## config.mk

```make
export PLATFORM = sky130hd
export DESIGN_NAME = acc_seq_ctrl_flat
export DESIGN_NICKNAME = d
export VERILOG_FILES = /design/src/rtl/acc_seq_if.sv /design/src/rtl/acc_seq_ctrl.sv /design/src/flat_wrapper.sv
export SDC_FILE = /design/constraint.sdc
export NUM_CORES = 1
export LEC_CHECK = 0
export ABC_AREA = 0
export CAP_MARGIN = 20
export CORE_MARGIN = 3
export CORE_UTILIZATION = 50
export CTS_BUF_LIST = sky130_fd_sc_hd__clkbuf_2 sky130_fd_sc_hd__clkbuf_4 sky130_fd_sc_hd__clkbuf_8
export CTS_CLUSTER_DIAMETER = 150
export DETAILED_ROUTE_END_ITERATION = 7
export PLACE_DENSITY = 0.89
export SLEW_MARGIN = 20
export SYNTH_ARGS = -nofsm -noshare
export SYNTH_HDL_FRONTEND = slang
export SYNTH_SLANG_ARGS = --single-unit
```

## constraint.sdc

```tcl
create_clock -name clock -period 2.8 [get_ports clock]
set_input_delay 0.7 -clock clock [delete_from_list [all_inputs] [get_ports clock]]
set_output_delay 0.7 -clock clock [all_outputs]
set_load 0.005 [all_outputs]
```

## src/rtl/acc_seq_if.sv

```systemverilog
// Instruction- and data-memory bus between the accumulator sequencer and its
// synchronous memories. Read data is returned the cycle after the strobe.
interface acc_seq_if #(
  parameter int PW = 6,
  parameter int DW = 4
);
  logic [PW-1:0] im_addr;
  logic          im_re;
  logic [7:0]    im_rdata;
  logic [DW-1:0] dm_addr;
  logic          dm_re;
  logic [7:0]    dm_rdata;
  logic          dm_we;
  logic [7:0]    dm_wdata;

  modport master (
    output im_addr, im_re, dm_addr, dm_re, dm_we, dm_wdata,
    input  im_rdata, dm_rdata
  );

  modport slave (
    input  im_addr, im_re, dm_addr, dm_re, dm_we, dm_wdata,
    output im_rdata, dm_rdata
  );
endinterface

```

## src/rtl/acc_seq_ctrl.sv

```systemverilog
// Fetch/decode/execute sequencer for the 8-bit accumulator ISA with
// run/step/halt control. All bus strobes are registered on state entry.
module acc_seq_ctrl #(
  parameter int PW = 6,
  parameter int DW = 4
) (
  input  logic          clock,
  input  logic          reset,
  input  logic          run,
  input  logic          step,
  acc_seq_if.master     bus,
  output logic [7:0]    acc,
  output logic [PW-1:0] pp,
  output logic          instr_done,
  output logic          halted
);

  typedef enum logic [2:0] {S_IDLE, S_FETCH, S_DECODE, S_MEM, S_EXEC, S_HALT} state_t;

  localparam logic [2:0] OP_LD_D = 3'd1, OP_LD_M = 3'd2, OP_ST  = 3'd3,
                         OP_ADD  = 3'd4, OP_XOR  = 3'd5, OP_JMP = 3'd6,
                         OP_HALT = 3'd7;

  state_t        state;
  logic [7:0]    ir, acc_q, acc_nxt, dm_wdata_q;
  logic [PW-1:0] pp_q, pp_nxt, im_addr_q;
  logic [DW-1:0] dm_addr_q;
  logic          armed, im_re_q, dm_re_q, dm_we_q, done_q, halt_q;
  logic [2:0]    op, dec_op;
  logic [7:0]    imm;
  logic          dec_mem;

  assign op      = ir[7:5];
  assign imm     = {{3{ir[4]}}, ir[4:0]};
  assign dec_op  = bus.im_rdata[7:5];
  assign dec_mem = (dec_op == OP_LD_M) || (dec_op == OP_ADD) || (dec_op == OP_XOR);
  assign pp_nxt  = (op == OP_JMP) ? imm[PW-1:0] : pp_q + 1'b1;

  always_comb begin
    acc_nxt = acc_q;
    case (op)
      OP_LD_D: acc_nxt = imm;
      OP_LD_M: acc_nxt = bus.dm_rdata;
      OP_ADD:  acc_nxt = acc_q + bus.dm_rdata;
      OP_XOR:  acc_nxt = acc_q ^ bus.dm_rdata;
      default: acc_nxt = acc_q;
    endcase
  end

  always_ff @(posedge clock) begin
    if (reset) begin
      state      <= S_IDLE;
      ir         <= '0;
      acc_q      <= '0;
      pp_q       <= '0;
      armed      <= 1'b0;
      im_re_q    <= 1'b0;
      im_addr_q  <= '0;
      dm_re_q    <= 1'b0;
      dm_we_q    <= 1'b0;
      dm_addr_q  <= '0;
      dm_wdata_q <= '0;
      done_q     <= 1'b0;
      halt_q     <= 1'b0;
    end else begin
      im_re_q <= 1'b0;
      dm_re_q <= 1'b0;
      dm_we_q <= 1'b0;
      done_q  <= 1'b0;
      case (state)
        S_IDLE: if (run || step) begin
          state     <= S_FETCH;
          armed     <= !run;
          im_re_q   <= 1'b1;
          im_addr_q <= pp_q;
        end
        S_FETCH: state <= S_DECODE;
        S_DECODE: begin
          ir <= bus.im_rdata;
          if (dec_mem) begin
            state     <= S_MEM;
            dm_re_q   <= 1'b1;
            dm_addr_q <= bus.im_rdata[DW-1:0];
          end else begin
            state  <= S_EXEC;
            done_q <= 1'b1;
            if (dec_op == OP_ST) begin
              dm_we_q    <= 1'b1;
              dm_addr_q  <= bus.im_rdata[DW-1:0];
              dm_wdata_q <= acc_q;
            end
          end
        end
        S_MEM: begin
          state  <= S_EXEC;
          done_q <= 1'b1;
        end
        S_EXEC: begin
          acc_q <= acc_nxt;
          if (op == OP_HALT) begin
            state  <= S_HALT;
            halt_q <= 1'b1;
          end else begin
            pp_q  <= pp_nxt;
            armed <= 1'b0;
            if (run && !armed) begin
              state     <= S_FETCH;
              im_re_q   <= 1'b1;
              im_addr_q <= pp_nxt;
            end else begin
              state <= S_IDLE;
            end
          end
        end
        default: state <= S_HALT;
      endcase
    end
  end

  // A store already registered for the EXEC cycle must not reach DM if reset lands on it.
  assign bus.dm_we    = dm_we_q & ~reset;
  assign bus.im_re    = im_re_q;
  assign bus.im_addr  = im_addr_q;
  assign bus.dm_re    = dm_re_q;
  assign bus.dm_addr  = dm_addr_q;
  assign bus.dm_wdata = dm_wdata_q;
  assign acc          = acc_q;
  assign pp           = pp_q;
  assign instr_done   = done_q;
  assign halted       = halt_q;

endmodule
```

## src/flat_wrapper.sv

```systemverilog
// flat-port wrapper written by rule: the top's interface ports become plain ports
module acc_seq_ctrl_flat 
#(
  parameter int PW = 6,
  parameter int DW = 4
)
  (clock, reset, run, step, acc, pp, instr_done, halted, bus_im_addr, bus_im_re, bus_dm_addr, bus_dm_re, bus_dm_we, bus_dm_wdata, bus_im_rdata, bus_dm_rdata);
  acc_seq_if #(.PW(PW), .DW(DW)) bus_i ();
  input  logic clock;
  input  logic reset;
  input  logic run;
  input  logic step;
  output logic [7:0] acc;
  output logic [PW-1:0] pp;
  output logic instr_done;
  output logic halted;
  output wire logic [$bits(bus_i.im_addr)-1:0] bus_im_addr;
  output wire logic [$bits(bus_i.im_re)-1:0] bus_im_re;
  output wire logic [$bits(bus_i.dm_addr)-1:0] bus_dm_addr;
  output wire logic [$bits(bus_i.dm_re)-1:0] bus_dm_re;
  output wire logic [$bits(bus_i.dm_we)-1:0] bus_dm_we;
  output wire logic [$bits(bus_i.dm_wdata)-1:0] bus_dm_wdata;
  input wire logic [$bits(bus_i.im_rdata)-1:0] bus_im_rdata;
  input wire logic [$bits(bus_i.dm_rdata)-1:0] bus_dm_rdata;
  assign bus_im_addr = bus_i.im_addr;
  assign bus_im_re = bus_i.im_re;
  assign bus_dm_addr = bus_i.dm_addr;
  assign bus_dm_re = bus_i.dm_re;
  assign bus_dm_we = bus_i.dm_we;
  assign bus_dm_wdata = bus_i.dm_wdata;
  assign bus_i.im_rdata = bus_im_rdata;
  assign bus_i.dm_rdata = bus_dm_rdata;
  acc_seq_ctrl #(.PW(PW), .DW(DW)) u_core (.clock(clock), .reset(reset), .run(run), .step(step), .bus(bus_i), .acc(acc), .pp(pp), .instr_done(instr_done), .halted(halted));
endmodule
```

==> impl_metrics.env, run 1 <==
export IMPL_status="complete, no violations"
export IMPL_crit_path_max_fanout=2
export IMPL_start_kind="input pin"
export IMPL_final_cell_mix="59 x nor2_1, 56 x clkdlybuf4s50_1, 49 x dfxtp_1"
export IMPL_slew_violations=0
export IMPL_r2r_start="u_core.state[2]$_SDFFE_PP0N_"
export IMPL_swShare_pct=31.6
export IMPL_cts_sinks=49
export IMPL_clock_root_buffer="clkbuf_8"
export IMPL_path_cells="clkdlybuf4s50_1, nor2b_1, clkdlybuf4s50_1"
export IMPL_die_w_um=78.5
export IMPL_synth_edf_count=0
export IMPL_tightest_slew_ps=536
export IMPL_r2r_slack_ps=660
export IMPL_synth_seq_area_share_pct=37.3
export IMPL_p_int_mw=1.23
export IMPL_p_leak_nw=1.23
export IMPL_max_stage_delay_ps=520
export IMPL_skew_ps=6.24
export IMPL_core_um2=4910
export IMPL_clkTransAtPathRegs_ps=80
export IMPL_ioPinCount=57
export IMPL_holdWs_ps=464
export IMPL_slowest_stage="clkdlybuf4s50_1"
export IMPL_power_mw=1.79
export IMPL_power_density_nw_per_um2=534
export IMPL_rr_endpoint="u_core.bus.im_addr[2]$_SDFFE_PP0P_"
export IMPL_path_class="input pin to output port"
export IMPL_clkPwrFrac_pct=23.8
export IMPL_layout_commonest_cell="nor2_1"
export IMPL_setup_violations=0
export IMPL_rr_worst_depth=6
export IMPL_syn_num_nets=349
export IMPL_cap_violations=0
export IMPL_layout_nets=405
export IMPL_drt_total_wl_mm=6.45
export IMPL_n_fill_cell=410
export IMPL_grt_overflow_total=0
export IMPL_synth_cells=320
export IMPL_vias=2516
export IMPL_grt_usage_pct=21.8
export IMPL_dp_hpwl_mm=4.71
export IMPL_peakVddDrop_mv=0.455
export IMPL_ant_nets=0
export IMPL_cts_tree="yes"
export IMPL_switching_power_uw=565
export IMPL_design_die_area_um2=6170
export IMPL_initial_core_util_pct=53.6
export IMPL_diodes=0
export IMPL_grt_start_max_net_pins=49
export IMPL_synth_distinct_cells=52
export IMPL_syn2layout_area_growth_pct=27.4
export IMPL_endpoint_kind="output port"
export IMPL_p_comb_share_pct=30.2
export IMPL_slew_headroom_pct=63.8
export IMPL_final_cells=444
export IMPL_cp_arrival_ps=1840
export IMPL_cts_path_max_buffers=2
export IMPL_async_flop_share_pct=0
export IMPL_rsz0062_at_grt="no"
export IMPL_dr_first_iter_drc_count=168
export IMPL_fin_tns_setup_ps=0
export IMPL_die_y_um=78.5
export IMPL_ctsHoldBuffers=0
export IMPL_yosys_warnings=0
export IMPL_firstDrtPassIters=4
export IMPL_antenna_found_initial=0
export IMPL_wl_per_cell_um=14.5
export IMPL_dp_cells=436
export IMPL_final_util_pct=68.3
export IMPL_cts_buffers_inserted=5
export IMPL_ys_seq_elements=49
export IMPL_crit_required_ps=2100
export IMPL_pwr_share_seq_pct=46.0
export IMPL_cpMostUsedCell="clkdlybuf4s50_1"
export IMPL_period_needed_ps=2540
export IMPL_clock_fmax_mhz=394
export IMPL_post_cts_buffers=0
export IMPL_grt_pass1_vias=2290
export IMPL_drc=0
export IMPL_gp_congestion=0.923
export IMPL_netlist_area_um2=2630
export IMPL_period_share_pct=90.5
export IMPL_holdCritPathClass="flip-flop to flip-flop"
export IMPL_cts_htree_levels=2
export IMPL_hold_violations=0
export IMPL_synth_main_ff_cell="dfxtp_1"
export IMPL_portBuffers=56
export IMPL_clkLatencyLatePin_ps=310
export IMPL_via_per_inst=5.67
export IMPL_startpoint="reset"
export IMPL_postCtsResizedCells=0
export IMPL_grt_pass1_wl_mm=11.0
export IMPL_avgSynthCellArea_um2=8.22
export IMPL_drive_above_1_share_pct=6.37
export IMPL_cp_endpoint="bus_dm_we"
export IMPL_placement_rows=25
-- final cells by class --
| type | instances | area (µm²) | area share [%] |
|---|---|---|---|
| inverters | 5 | 18.8 | 0.560 |
| flip-flops and latches | 49 | 981 | 29.3 |
| well taps | 67 | 83.8 | 2.50 |
| repair buffers | 65 | 628 | 18.7 |
| clock inverters | 1 | 7.51 | 0.224 |
| multi-input cells | 250 | 1550 | 46.2 |
| clock buffers | 7 | 83.8 | 2.50 |
-- through the flow --
stage | setup slack [ps] | cell area [µm²]
5_1_grt | 191 | 3350
3_3_place_gp | 63.3 | 3260
6_report | 265 | 3350
2_1_floorplan | 584 | 2630
4_1_cts | 239 | 3350
3_5_place_dp | 70.6 | 3260
-- power groups by stage --
stage               Combinational, mW  Clock, mW  Sequential, mW
finish                          0.540      0.427           0.824
global route                    0.595      0.467           0.834
CTS                             0.540      0.435           0.823
detailed placement              0.537          0           0.840
global placement                0.529          0           0.836
floorplan                       0.349          0           0.832
-- cells in the mapped netlist (all sizes together) (2+ instances only) --
| master | instances | share of area (%) |
|---|---|---|
| nor2 | 59 | 8.4 |
| dfxtp | 49 | 37 |
| nand2 | 25 | 3.6 |
| a21oi | 24 | 4.6 |
| mux2i | 22 | 8.4 |
| o21ai | 16 | 3.0 |
| a211oi | 11 | 3.5 |
| buf | 11 | 2.4 |
| nor3 | 11 | 2.1 |
| ha | 8 | 3.8 |
| nor2b | 7 | 1.7 |
| nand2b | 6 | 1.4 |
| nand3 | 6 | 1.1 |
| clkbuf | 5 | 0.71 |
| inv | 5 | 0.71 |
| o22ai | 5 | 1.2 |
| a21o | 4 | 1.4 |
| nor3b | 4 | 1.6 |
| nand3b | 3 | 0.86 |
| a221oi | 2 | 0.67 |
| a22oi | 2 | 0.57 |
| a31oi | 2 | 0.48 |
| and2 | 2 | 0.48 |
| nor4 | 2 | 0.48 |
| o211a | 2 | 0.76 |
| o211ai | 2 | 0.57 |
| o21a | 2 | 0.57 |
| o21bai | 2 | 0.57 |
| o31a | 2 | 0.67 |
| o31ai | 2 | 0.57 |
| or3 | 2 | 0.48 |
| xor2 | 2 | 0.67 |
-- worst max-delay path: cells and delay by family --
| family | cells | cell delay (ps) |
|---|---|---|
| AND/OR/NAND/NOR | 1 | 150 |
| buffers and inverters | 2 | 990 |
-- logic make-up after synthesis --
| kind of cell | Yosys count | synth area share (%) |
|---|---|---|
| XOR/XNOR | 3 | 0.999 |
| buffers and inverters | 21 | 3.81 |
| AO/OA/AOI/OAI | 81 | 20.2 |
| adder cells (fa/ha/maj) | 9 | 4.57 |
| multiplexers | 23 | 8.80 |
| flip-flops | 49 | 37.3 |
| AND/OR/NAND/NOR | 134 | 24.4 |
-- registers in the layout, indices dropped and copies added (netlist names), 3 cells and up --
| register | count |
|---|---|
| u_core.acc | 8 |
| u_core.bus.dm_wdata | 8 |
| u_core.ir | 8 |
| u_core.bus.im_addr | 6 |
| u_core.pp | 6 |
| u_core.bus.dm_addr | 4 |
| u_core.state | 3 |
-- routing by layer --
layer	vias up	GRT usage [%]	wire [µm]
met5	-	0	0
li1	1252	-	-
met2	86	35.7	2990
met4	0	6.47	68
met3	6	4.13	407
met1	1172	29.1	2990
-- how the worst min path moves through the flow --
| stage | startpoint | end | slack (ps) | cells after the start |
|---|---|---|---|---|
| final | u_core.bus.im_addr[1]$_SDFFE_PP0P_ | u_core.bus.im_addr[1]$_SDFFE_PP0P_ | 460 | 2 |
| after detailed placement | u_core.bus.im_addr[1]$_SDFFE_PP0P_ | u_core.bus.im_addr[1]$_SDFFE_PP0P_ | 450 | 2 |
| after global routing | u_core.bus.im_addr[1]$_SDFFE_PP0P_ | u_core.bus.im_addr[1]$_SDFFE_PP0P_ | 490 | 2 |
| after floorplan | u_core.bus.im_addr[1]$_SDFFE_PP0P_ | u_core.bus.im_addr[1]$_SDFFE_PP0P_ | 450 | 2 |
| after CTS | u_core.bus.im_addr[1]$_SDFFE_PP0P_ | u_core.bus.im_addr[1]$_SDFFE_PP0P_ | 470 | 2 |
| after global placement | u_core.bus.im_addr[1]$_SDFFE_PP0P_ | u_core.bus.im_addr[1]$_SDFFE_PP0P_ | 450 | 2 |
(Power assumes the default switching activity.)
==> inputs of run 2 (changes only) <==
- CORE_UTILIZATION: 50 -> 45
- PLACE_DENSITY: 0.89 -> 0.82
==> impl_metrics.env, run 2 (same netlist as run 1, synthesis figures left out) <==
export IMPL_status="complete, no violations"
export IMPL_period_needed_ps=2550
export IMPL_p_comb_share_pct=30.3
export IMPL_cts_htree_levels=2
export IMPL_drive_above_1_share_pct=5.87
export IMPL_cp_arrival_ps=1850
export IMPL_rsz0062_at_grt="no"
export IMPL_cts_tree="yes"
export IMPL_crit_path_max_fanout=2
export IMPL_multiInputGateArea_um2=1550
export IMPL_stdcell_area_um2=3340
export IMPL_ant_nets=0
export IMPL_portBuffers=56
export IMPL_skew_ps=6.61
export IMPL_final_cells=447
export IMPL_cap_violations=0
export IMPL_crit_required_ps=2100
export IMPL_placedInstanceArea_um2=3250
export IMPL_period_share_pct=90.9
export IMPL_seqCellArea_um2=981
export IMPL_grt_pass1_wl_mm=11.0
export IMPL_clock_root_buffer="clkbuf_8"
export IMPL_path_class="input pin to output port"
export IMPL_cts_sinks=49
export IMPL_antenna_found_initial=0
export IMPL_ioPinCount=57
export IMPL_dp_cells=439
export IMPL_tightest_slew_ps=570
export IMPL_die_w_um=82.5
export IMPL_vias=2472
export IMPL_endpoint_kind="output port"
export IMPL_hold_violations=0
export IMPL_switching_power_uw=571
export IMPL_cts_path_max_buffers=2
export IMPL_initial_core_util_pct=47.2
export IMPL_worstHoldStart="u_core.bus.im_addr[1]$_SDFFE_PP0P_"
export IMPL_p_int_mw=1.20
export IMPL_peakVddDrop_mv=0.377
export IMPL_via_per_inst=5.53
export IMPL_holdCritPathClass="flip-flop to flip-flop"
export IMPL_drc=0
export IMPL_diodes=0
export IMPL_wl_per_cell_um=14.3
export IMPL_final_cell_mix="59 x nor2_1, 56 x clkdlybuf4s50_1, 49 x dfxtp_1"
export IMPL_cts_buffers_inserted=5
export IMPL_p_leak_nw=1.22
export IMPL_postCtsResizedCells=0
export IMPL_pre_cts_ws_ps=10.5
export IMPL_start_kind="input pin"
export IMPL_slew_headroom_pct=62.0
export IMPL_clock_fmax_mhz=393
export IMPL_slew_violations=0
export IMPL_grt_overflow_total=0
export IMPL_design_die_area_um2=6800
export IMPL_fin_tns_setup_ps=0
export IMPL_dp_hpwl_mm=4.73
export IMPL_drt_total_wl_mm=6.41
export IMPL_clkLatencyLatePin_ps=300
export IMPL_clkPwrFrac_pct=23.1
export IMPL_pwr_share_seq_pct=46.6
export IMPL_grt_start_max_net_pins=49
export IMPL_fin_ws_ps=254
export IMPL_firstDrtPassIters=4
export IMPL_post_cts_buffers=0
export IMPL_syn2layout_area_growth_pct=26.9
export IMPL_setup_violations=0
export IMPL_grt_usage_pct=20.8
export IMPL_ctsHoldBuffers=0
export IMPL_startpoint="reset"
export IMPL_layout_commonest_cell="nor2_1"
export IMPL_grt_pass1_vias=2415
export IMPL_die_y_um=82.5
export IMPL_rr_worst_depth=7
export IMPL_core_um2=5570
export IMPL_layout_nets=403
export IMPL_power_density_nw_per_um2=531
export IMPL_r2r_start="u_core.acc[0]$_SDFFE_PP0P_"
export IMPL_gp_congestion=0.954
export IMPL_dr_first_iter_drc_count=178
export IMPL_placement_rows=27
export IMPL_worstHoldPathCells=2
export IMPL_swShare_pct=32.2
export IMPL_power_mw=1.77
export IMPL_n_fill_cell=516
export IMPL_clkTransAtPathRegs_ps=90
## run 2: power by group through the flow
stage | registers, mW | logic [mW] | clock network [mW]
6_report | 0.825 | 0.538 | 0.410
3_3_place_gp | 0.838 | 0.527 | 0
3_5_place_dp | 0.841 | 0.535 | 0
2_1_floorplan | 0.832 | 0.349 | 0
4_1_cts | 0.825 | 0.538 | 0.423
5_1_grt | 0.835 | 0.604 | 0.444
## run 2: through the flow
step | hold slack, ps | util, %
after floorplan | 448 | -
after global placement | 447 | 58.3
after detailed placement | 464 | 58.3
after CTS | 477 | 59.9
after global routing | 517 | 59.9
final | 472 | 59.9
## run 2: worst paths after layout
path | to | slack [ps]
worst min register to register | u_core.bus.im_addr[1]$_SDFFE_PP0P_ | 470
worst max-delay path | bus_dm_we | 250
worst min-delay path | u_core.bus.im_addr[1]$_SDFFE_PP0P_ | 470
worst max register to register | u_core.acc[6]$_SDFFE_PP0P_ | 800
## run 2: layer usage
metal / global-route usage (%) / routed length, µm
met5: 0 / 0
met4: 8.64 / 112
met3: 4.34 / 388
met2: 32.2 / 3030
met1: 28.0 / 2870
## run 2: final cells by class
cell class / count / area share, %
Clock buffer: 5 / 2.06
Inverter: 5 / 0.562
Multi-Input combinational cell: 250 / 46.4
Timing Repair Buffer: 63 / 18.4
Sequential cell: 49 / 29.4
Tap cell: 72 / 2.70
Clock inverter: 3 / 0.525
## run 2: critical path, stage by stage
cell,delay [ps]
clkdlybuf4s50_1,470
nor2b_1,160
clkdlybuf4s50_1,510
==> inputs of run 3 (changes only) <==
- CORE_MARGIN: 3 -> default
==> impl_metrics.env, run 3 (same netlist as run 1, synthesis figures left out) <==
export IMPL_cp_arrival_ps=1840
export IMPL_stdcell_area_um2=3360
export IMPL_antenna_found_initial=0
export IMPL_grt_pass1_vias=2344
export IMPL_status="complete, no violations"
export IMPL_final_cell_mix="59 x nor2_1, 56 x clkdlybuf4s50_1, 49 x dfxtp_1"
export IMPL_rsz0062_at_grt="no"
export IMPL_portBuffers=56
export IMPL_skew_ps=6.10
export IMPL_cts_buffers_inserted=5
export IMPL_power_mw=1.80
export IMPL_hold_violations=0
export IMPL_start_kind="input pin"
export IMPL_clkLatencyLatePin_ps=300
export IMPL_die_y_um=78.5
export IMPL_placedInstanceArea_um2=3260
export IMPL_cts_sinks=49
export IMPL_path_class="input pin to output port"
export IMPL_drt_total_wl_mm=6.48
export IMPL_dr_first_iter_drc_count=170
export IMPL_crit_path_max_fanout=2
export IMPL_drive_above_1_share_pct=6.12
export IMPL_period_needed_ps=2540
export IMPL_cts_path_max_buffers=2
export IMPL_gp_congestion=0.872
export IMPL_postCtsResizedCells=0
export IMPL_p_leak_nw=1.24
export IMPL_slew_headroom_pct=66.2
export IMPL_clock_fmax_mhz=394
export IMPL_diodes=0
export IMPL_power_density_nw_per_um2=537
export IMPL_tightest_slew_ps=507
export IMPL_cts_htree_levels=2
export IMPL_grt_pass1_wl_mm=11.2
export IMPL_core_um2=5570
export IMPL_grt_overflow_total=0
export IMPL_syn2layout_area_growth_pct=27.6
export IMPL_post_cts_buffers=0
export IMPL_slew_violations=0
export IMPL_grt_start_max_net_pins=49
export IMPL_wl_per_cell_um=14.5
export IMPL_cap_violations=0
export IMPL_crit_required_ps=2100
export IMPL_ioPinCount=57
export IMPL_ant_nets=0
export IMPL_via_per_inst=5.67
export IMPL_endpoint_kind="output port"
export IMPL_die_w_um=78.5
export IMPL_clkTransAtPathRegs_ps=90
export IMPL_ctsHoldBuffers=0
export IMPL_holdCritPathClass="flip-flop to flip-flop"
export IMPL_drc=0
export IMPL_cts_tree="yes"
export IMPL_path_cells="clkdlybuf4s50_1, nor2b_1, clkdlybuf4s50_1"
export IMPL_clock_root_buffer="clkbuf_8"
export IMPL_layout_nets=404
export IMPL_placement_rows=27
export IMPL_design_die_area_um2=6150
export IMPL_firstDrtPassIters=5
export IMPL_cpMostUsedCell="clkdlybuf4s50_1"
export IMPL_slowest_stage="clkdlybuf4s50_1"
export IMPL_setup_violations=0
export IMPL_initial_core_util_pct=47.2
export IMPL_layout_commonest_cell="nor2_1"
export IMPL_peakVddDrop_mv=0.391
export IMPL_max_stage_delay_ps=520
export IMPL_dp_hpwl_mm=4.68
export IMPL_final_util_pct=60.2
export IMPL_period_share_pct=90.6
export IMPL_grt_usage_pct=22.9
export IMPL_vias=2538
[run 3: cell types whose count changed in the layout (fill, tap and decap cells not counted), sizes merged]
cell      change
buf           +1
clkbuf        +1
clkinvlp      -1
[run 3: layout make-up]
class                   instances  area [µm²]
fillers                       499        2220
multi-input cells             250        1550
flip-flops and latches         49         981
repair buffers                 64         621
well taps                      72        90.1
clock buffers                   6        82.6
inverters                       5        18.8
clock inverters                 2        13.8
[run 3: path summary, 6_finish.rpt]
kind	from	to	slack (ps)	depth (start not counted)
setup reg to reg	u_core.acc[0]$_SDFFE_PP0P_	u_core.acc[6]$_SDFFE_PP0P_	770	7
hold reg to reg	u_core.bus.im_addr[1]$_SDFFE_PP0P_	u_core.bus.im_addr[1]$_SDFFE_PP0P_	460	2
setup / recovery	reset	bus_dm_we	260	3
hold / removal	u_core.bus.im_addr[1]$_SDFFE_PP0P_	u_core.bus.im_addr[1]$_SDFFE_PP0P_	460	2
[run 3: per-layer routing]
metal	wire length, µm	up-vias	track usage, %
met4	126	0	7.78
met5	0	-	0
met3	422	11	4.42
met2	3070	91	37.9
met1	2860	1184	29.6
li1	-	1252	-
[run 3: metrics by stage]
stage | hold slack, ps | instances | worst slack, ps | TNS (ps)
final | 461 | 448 | 264 | 0
after global routing | 485 | 448 | 205 | 0
after CTS | 463 | 448 | 252 | 0
after detailed placement | 451 | 440 | -16.4 | -16.4
after global placement | 447 | 440 | 38.2 | 0
after floorplan | 448 | 320 | 584 | 0
[run 3: critical path, delay by kind of cell]
kind | cells | cell delay, ps
and+or+nand+nor | 1 | 140
buffers and inverters | 2 | 1000
[run 3: report_power, final]
part | total (mW) | internal [mW] | switching (mW) | leakage [nW]
clock network | 0.437 | 0.201 | 0.236 | 0.0512
logic | 0.539 | 0.265 | 0.275 | 0.787
registers | 0.825 | 0.764 | 0.0606 | 0.397
